$ cat src/rtl/muldiv_ctrl_pkg.sv
// rtl/muldiv_ctrl_pkg.sv - shared encodings for the mult/div sequencer.
// The optional early-exit divide is selected with macro MULDIV_EARLY_EXIT_EN.
package muldiv_ctrl_pkg;

  localparam logic [1:0] MUL_U = 2'b00;
  localparam logic [1:0] MUL_S = 2'b01;
  localparam logic [1:0] DIV_U = 2'b10;
  localparam logic [1:0] DIV_S = 2'b11;

  localparam logic [1:0] IDLE = 2'd0;
  localparam logic [1:0] MUL  = 2'd1;
  localparam logic [1:0] DIV  = 2'd2;

  function automatic logic [31:0] mag32(input logic [31:0] v, input logic sgn);
    return (sgn && v[31]) ? -v : v;
  endfunction

endpackage

$ cat src/rtl/muldiv_ctrl_if.sv
// rtl/muldiv_ctrl_if.sv - EXE-stage request, MT write and HI/LO status bundle.
interface muldiv_ctrl_if;
  logic        start;
  logic [1:0]  alu2op;
  logic [31:0] op_a;
  logic [31:0] op_b;
  logic        rhl_visit;
  logic        mt_we;
  logic        mt_sel;
  logic [31:0] mt_data;
  logic        flush;
  logic        busy;
  logic        stall;
  logic [31:0] hi;
  logic [31:0] lo;

  modport master (
    output start, alu2op, op_a, op_b, rhl_visit, mt_we, mt_sel, mt_data, flush,
    input  busy, stall, hi, lo
  );

  modport slave (
    input  start, alu2op, op_a, op_b, rhl_visit, mt_we, mt_sel, mt_data, flush,
    output busy, stall, hi, lo
  );
endinterface

$ cat src/rtl/muldiv_ctrl_div_iter.sv
// rtl/muldiv_ctrl_div_iter.sv - restoring radix-2 divider core on magnitudes.
// Macro MULDIV_EARLY_EXIT_EN enables the short path for |a| < |b| or b == 0.
import muldiv_ctrl_pkg::*;

module div_iter #(
  parameter int DIV_CYCLES = 33
) (
  input  logic        clk,
  input  logic        rst,
  input  logic        load,
  input  logic        step,
  input  logic        sgn,
  input  logic [31:0] a,
  input  logic [31:0] b,
  output logic [5:0]  cnt_init,
  output logic        done,
  output logic [31:0] q,
  output logic [31:0] r
);

  logic [31:0] mag_a, mag_b;
  logic [31:0] quo, rem, dvs, a_raw;
  logic        neg_q, neg_r, dvs_zero, early, early_q;
  logic [5:0]  iter;
  logic [32:0] rem_sh, diff;

  assign mag_a = mag32(a, sgn);
  assign mag_b = mag32(b, sgn);

`ifdef MULDIV_EARLY_EXIT_EN
  assign early = (mag_b == 32'd0) || (mag_a < mag_b);
`else
  assign early = 1'b0;
`endif

  assign cnt_init = early ? 6'd1 : 6'(DIV_CYCLES - 1);

  // Quotient bits shift in at the bottom of quo as dividend bits shift out the top.
  assign rem_sh = {rem, quo[31]};
  assign diff   = rem_sh - {1'b0, dvs};

  always_ff @(posedge clk or negedge rst) begin
    if (!rst) begin
      quo      <= '0;
      rem      <= '0;
      dvs      <= '0;
      a_raw    <= '0;
      neg_q    <= 1'b0;
      neg_r    <= 1'b0;
      dvs_zero <= 1'b0;
      early_q  <= 1'b0;
      iter     <= '0;
    end else if (load) begin
      quo      <= mag_a;
      rem      <= '0;
      dvs      <= mag_b;
      a_raw    <= a;
      neg_q    <= sgn & (a[31] ^ b[31]);
      neg_r    <= sgn & a[31];
      dvs_zero <= (b == 32'd0);
      early_q  <= early;
      iter     <= '0;
    end else if (step && iter != 6'd32) begin
      iter <= iter + 6'd1;
      if (!diff[32]) begin
        rem <= diff[31:0];
        quo <= {quo[30:0], 1'b1};
      end else begin
        rem <= rem_sh[31:0];
        quo <= {quo[30:0], 1'b0};
      end
    end
  end

  assign done = early_q | (iter == 6'd32);
  assign q = dvs_zero ? 32'hFFFF_FFFF : (early_q ? 32'd0 : (neg_q ? -quo : quo));
  assign r = (dvs_zero | early_q) ? a_raw : (neg_r ? -rem : rem);

endmodule

$ cat src/rtl/muldiv_ctrl.sv
// rtl/muldiv_ctrl.sv - background MULT/DIV sequencer owning HI/LO with HI/LO-hazard stall.
// Macro MULDIV_EARLY_EXIT_EN shortens trivial divides (see div_iter).
import muldiv_ctrl_pkg::*;

module muldiv_ctrl #(
  parameter int MUL_CYCLES = 3,
  parameter int DIV_CYCLES = 33
) (
  input  logic clk,
  input  logic rst,
  muldiv_ctrl_if.slave bus
);

  logic [1:0]  state;
  logic [5:0]  cnt;
  logic [31:0] ma, mb, hi_q, lo_q, div_q, div_r;
  logic        msgn, is_mul_op, accept, div_done;
  logic        wr_mul, wr_div, wr_mt;
  logic [5:0]  div_cnt_init;
  logic signed [63:0] sa, sb, prod;

  assign is_mul_op = (bus.alu2op == MUL_U) || (bus.alu2op == MUL_S);
  assign accept    = (state == IDLE) && bus.start && !bus.flush;

  div_iter #(.DIV_CYCLES(DIV_CYCLES)) u_div (
    .clk      (clk),
    .rst      (rst),
    .load     (accept && !is_mul_op),
    .step     ((state == DIV) && (cnt != 6'd0)),
    .sgn      (bus.alu2op == DIV_S),
    .a        (bus.op_a),
    .b        (bus.op_b),
    .cnt_init (div_cnt_init),
    .done     (div_done),
    .q        (div_q),
    .r        (div_r)
  );

  always_ff @(posedge clk or negedge rst) begin
    if (!rst) begin
      state <= IDLE;
      cnt   <= '0;
      ma    <= '0;
      mb    <= '0;
      msgn  <= 1'b0;
    end else if (bus.flush) begin
      state <= IDLE;
      cnt   <= '0;
    end else begin
      case (state)
        IDLE: if (bus.start) begin
          state <= is_mul_op ? MUL : DIV;
          cnt   <= is_mul_op ? 6'(MUL_CYCLES - 1) : div_cnt_init;
          ma    <= bus.op_a;
          mb    <= bus.op_b;
          msgn  <= (bus.alu2op == MUL_S);
        end
        MUL, DIV: begin
          if (cnt == 6'd0) state <= IDLE;
          else             cnt   <= cnt - 6'd1;
        end
        default: state <= IDLE;
      endcase
    end
  end

  assign sa   = msgn ? {{32{ma[31]}}, ma} : {32'd0, ma};
  assign sb   = msgn ? {{32{mb[31]}}, mb} : {32'd0, mb};
  assign prod = sa * sb;

  assign wr_mul = (state == MUL) && (cnt == 6'd0) && !bus.flush;
  assign wr_div = (state == DIV) && (cnt == 6'd0) && div_done && !bus.flush;
  assign wr_mt  = (state == IDLE) && bus.mt_we && !bus.flush;

  always_ff @(posedge clk or negedge rst) begin
    if (!rst) begin
      hi_q <= '0;
      lo_q <= '0;
    end else if (wr_mul) begin
      hi_q <= prod[63:32];
      lo_q <= prod[31:0];
    end else if (wr_div) begin
      hi_q <= div_r;
      lo_q <= div_q;
    end else if (wr_mt) begin
      if (bus.mt_sel) hi_q <= bus.mt_data;
      else            lo_q <= bus.mt_data;
    end
  end

  assign bus.busy  = (state != IDLE);
  assign bus.stall = bus.busy & bus.rhl_visit & !bus.flush;
  assign bus.hi    = hi_q;
  assign bus.lo    = lo_q;

endmodule

$ cat src/flat_wrapper.sv
// flat-port wrapper written by rule: the top's interface ports become plain ports
module muldiv_ctrl_flat 
#(
  parameter int MUL_CYCLES = 3,
  parameter int DIV_CYCLES = 33
)
  (clk, rst, bus_start, bus_alu2op, bus_op_a, bus_op_b, bus_rhl_visit, bus_mt_we, bus_mt_sel, bus_mt_data, bus_flush, bus_busy, bus_stall, bus_hi, bus_lo);
  muldiv_ctrl_if bus_i ();
  input  logic clk;
  input  logic rst;
  input wire logic [$bits(bus_i.start)-1:0] bus_start;
  input wire logic [$bits(bus_i.alu2op)-1:0] bus_alu2op;
  input wire logic [$bits(bus_i.op_a)-1:0] bus_op_a;
  input wire logic [$bits(bus_i.op_b)-1:0] bus_op_b;
  input wire logic [$bits(bus_i.rhl_visit)-1:0] bus_rhl_visit;
  input wire logic [$bits(bus_i.mt_we)-1:0] bus_mt_we;
  input wire logic [$bits(bus_i.mt_sel)-1:0] bus_mt_sel;
  input wire logic [$bits(bus_i.mt_data)-1:0] bus_mt_data;
  input wire logic [$bits(bus_i.flush)-1:0] bus_flush;
  output wire logic [$bits(bus_i.busy)-1:0] bus_busy;
  output wire logic [$bits(bus_i.stall)-1:0] bus_stall;
  output wire logic [$bits(bus_i.hi)-1:0] bus_hi;
  output wire logic [$bits(bus_i.lo)-1:0] bus_lo;
  assign bus_i.start = bus_start;
  assign bus_i.alu2op = bus_alu2op;
  assign bus_i.op_a = bus_op_a;
  assign bus_i.op_b = bus_op_b;
  assign bus_i.rhl_visit = bus_rhl_visit;
  assign bus_i.mt_we = bus_mt_we;
  assign bus_i.mt_sel = bus_mt_sel;
  assign bus_i.mt_data = bus_mt_data;
  assign bus_i.flush = bus_flush;
  assign bus_busy = bus_i.busy;
  assign bus_stall = bus_i.stall;
  assign bus_hi = bus_i.hi;
  assign bus_lo = bus_i.lo;
  muldiv_ctrl #(.MUL_CYCLES(MUL_CYCLES), .DIV_CYCLES(DIV_CYCLES)) u_core (.clk(clk), .rst(rst), .bus(bus_i));
endmodule
$ cat config.mk
export PLATFORM = sky130hd
export DESIGN_NAME = muldiv_ctrl_flat
export DESIGN_NICKNAME = d
export VERILOG_FILES = /design/src/rtl/muldiv_ctrl_pkg.sv /design/src/rtl/muldiv_ctrl_if.sv /design/src/rtl/muldiv_ctrl_div_iter.sv /design/src/rtl/muldiv_ctrl.sv /design/src/flat_wrapper.sv
export SDC_FILE = /design/constraint.sdc
export NUM_CORES = 2
export LEC_CHECK = 0
export ABC_AREA = 1
export CORE_MARGIN = 1.5
export CORE_UTILIZATION = 56
export DETAILED_ROUTE_END_ITERATION = 6
export PLACE_DENSITY = 0.81
export REMOVE_ABC_BUFFERS = 1
export SYNTH_ARGS = -nofsm -noshare
export SYNTH_HDL_FRONTEND = slang
export SYNTH_SLANG_ARGS = --single-unit
$ cat constraint.sdc
create_clock -name clk -period 9.5 [get_ports clk]
set_clock_uncertainty 0.1 [all_clocks]
set_input_delay 1.9 -clock clk [delete_from_list [all_inputs] [get_ports clk]]
set_output_delay 1.9 -clock clk [all_outputs]
set_load 0.05 [all_outputs]
==> flow_metrics.tcl <==
set metrics [dict create \
    clockBufferDepth 3 \
    via_per_inst 5.53 \
    layout-drive-gt1-share 0.0373 \
    maxCapViolations 1 \
    hold_path_class "flop to flop" \
    worstSetupStartpointType "flop" \
    grt.total_usage 0.416 \
    ys_warn_count 0 \
    cp.required_ns 9.88 \
    drtIter0Drc 6698 \
    holdWs_ns 0.369 \
    final_cell_mix "inv_1 (2551), nand2_1 (2002), fa_1 (1412)" \
    routedWlPerCell_um 24.0 \
    htree_levels 2 \
    seq_area_frac_synth 0.101 \
    portBuffers 170 \
    clkTransAtPathRegs_ns 0.07 \
    clk_root_buffer_cell "clkbuf_16" \
    reg2regPathDepth 30 \
    synth_edf_count 0 \
    met3_length_um 35800 \
    numCtsBuffers 37 \
    ant_nets 0 \
    synth_cell_types 54 \
    hold_buffers 0 \
    gp_congestion 1.02 \
    timing.fmax_mhz 106 \
    dpl.hpwl_um 210000 \
    maxUsedRoutingLayer "met5" \
    grt_start_max_net_pins 119 \
    rsz0062_at_grt "false" \
    first_pass_iters 7 \
    wl_met2_um 103000 \
    grt_pass1_vias 59126 \
    start_util 0.565 \
    design.die.area_um2 123000 \
    grt_first_pass_wirelength_um 372000 \
    syn_inst 8718 \
    area_growth_pct 7.84 \
    status "finished, violations left" \
    drv_slew 0 \
    slowest_stage "nor4_1" \
    max_slew_margin 0.00657 \
    crit_start "u_core.mb[12]" \
    cp_common_cell "fa_1" \
    synth-main-ff-cell "dfrtp_1" \
    tightest_slew_ns 1.47 \
    clk_latency_ns 0.61 \
    vias 57482 \
    fin_crit_sh 0.989 \
    wl_met1_um 94500 \
    finalNetCount 10662 \
    cp-endpoint "u_core.bus.hi[12]" \
    rrSetupSlack_ns 0.11 \
    ioPinCount 171 \
    crit_fanout 13 \
    path_class "flop to flop" \
    syn_area_per_cell_um2 7.77 \
    hold_viol 0 \
    r2r-end "u_core.bus.hi[12]" \
    die_h_um 351 \
    cts_tree "yes" \
    ys_seq_elements 274 \
    rows 127 \
    reg2reg_from "u_core.mb[12]" \
    clock-sinks 274 \
    async_reset_ff_frac 1.00 \
    hold_start "u_core.u_div.a_raw[0]" \
    endpoint_kind "flop" \
    antenna_found_initial 12 \
    grt_overflow 0 \
    wl_um 249000 \
    final.min_clock_period_ns 9.39 \
    failed_checks "DRC, capacitance limit" \
    drc 5 \
    die_x_um 351 \
    layout_commonest_cell "inv_1" \
    cp.arrival_ns 9.78 \
    syn_area_um2 67800 \
    core_area_um2 120000 \
    setup_violations 0 \
    cpPeakStageDelay_ns 0.99 \
]
==> how the worst min path moves through the flow <==
stage / to / slack, ns / cells after the start
global placement: u_core.u_div.a_raw[0] / 0.35 / 2
finish: u_core.u_div.a_raw[0] / 0.37 / 2
global route: u_core.u_div.a_raw[0] / 0.40 / 2
floorplan: u_core.u_div.a_raw[0] / 0.34 / 2
detailed placement: u_core.u_div.a_raw[0] / 0.35 / 2
CTS: u_core.u_div.a_raw[0] / 0.37 / 2
==> synthesized netlist by cell type, types with 34 or more instances <==
cell	instances	area (um^2)
inv_1	2556	9590
nand2_1	2002	7510
fa_1	1422	28500
nor2_1	429	1610
ha_1	390	4880
o21ai_0	341	1710
clkbuf_1	311	1170
dfrtp_1	274	6860
a21oi_1	256	1280
nand3_1	209	1050
xor2_1	83	727
nor3_1	67	335
nand4_1	37	231
a31oi_1	34	213
o211ai_1	34	255
==> worst max-delay path: cells and delay by family, from the launching register on <==
kind,cells,cell delay (ns)
adder cells (fa/ha/maj),11,4.96
flip-flops,1,0.61
AO/OA/AOI/OAI,3,0.50
buffers and inverters,9,1.05
AND/OR/NAND/NOR,7,2.05
==> metal layers <==
layer / vias up / track usage
met5: - / 0
li1: 25184 / -
met3: 600 / 0.161
met4: 12 / 0.220
met1: 28217 / 0.545
met2: 3469 / 0.595
==> through the flow <==
step / area (um^2) / util / setup TNS, ns / setup WS (ns) / cells
global placement: 71700 / 0.597 / -0.0822 / -0.0822 / 10314
CTS: 72900 / 0.608 / 0 / 0.0192 / 10381
floorplan: 66300 / - / 0 / 0.488 / 8350
finish: 73100 / 0.609 / 0 / 0.107 / 10388
global route: 73100 / 0.609 / 0 / 0.0157 / 10385
detailed placement: 71700 / 0.597 / -0.141 / -0.141 / 10314
==> logic make-up (layout without fill, tap and decap cells) <==
| family | after synthesis | count (layout) | synth area share |
|---|---|---|---|
| buffers and inverters | 2937 | 2992 | 0.164 |
| and+or+nand+nor | 2809 | 2809 | 0.165 |
| adders and majority gates | 1812 | 1812 | 0.492 |
| AOI/OAI and AO/OA | 776 | 776 | 0.0633 |
| DFF | 274 | 274 | 0.101 |
| xor gates and xnor gates | 110 | 110 | 0.0142 |
| other | 0 | 3 | 0 |
==> final cells by class <==
type / instances / area [um^2]
clock buffers: 55 / 1080
inverters: 2569 / 9660
repair buffers: 356 / 3380
multi-input cells: 5507 / 49900
flip-flops and latches: 274 / 6870
diodes: 3 / 7.51
fillers: 10667 / 46900
well taps: 1612 / 2020
clock inverters: 12 / 168
==> state kept, by name (all words and copies together) (netlist names), 6 cells and up <==
register and flops:
u_core.u_div.rem 32, u_core.bus.hi 32, u_core.ma 32, u_core.u_div.quo 32, u_core.mb 32, u_core.u_div.dvs 32, u_core.u_div.iter 6, u_core.cnt 6
u_core.u_div.a_raw 32, u_core.bus.lo 32
==> repair_timing <==
action | 4_1_cts | 5_1_grt
resized for setup | 4 | 37
setup buffers | 0 | 4
pin swaps | 0 | 1
setup endpoints to repair | 1 | 12
gates cloned | 0 | 0
Power is left out: the tool's default activity adds up to more than one toggle a clock period on the data nets, which glitch-free logic cannot reach.
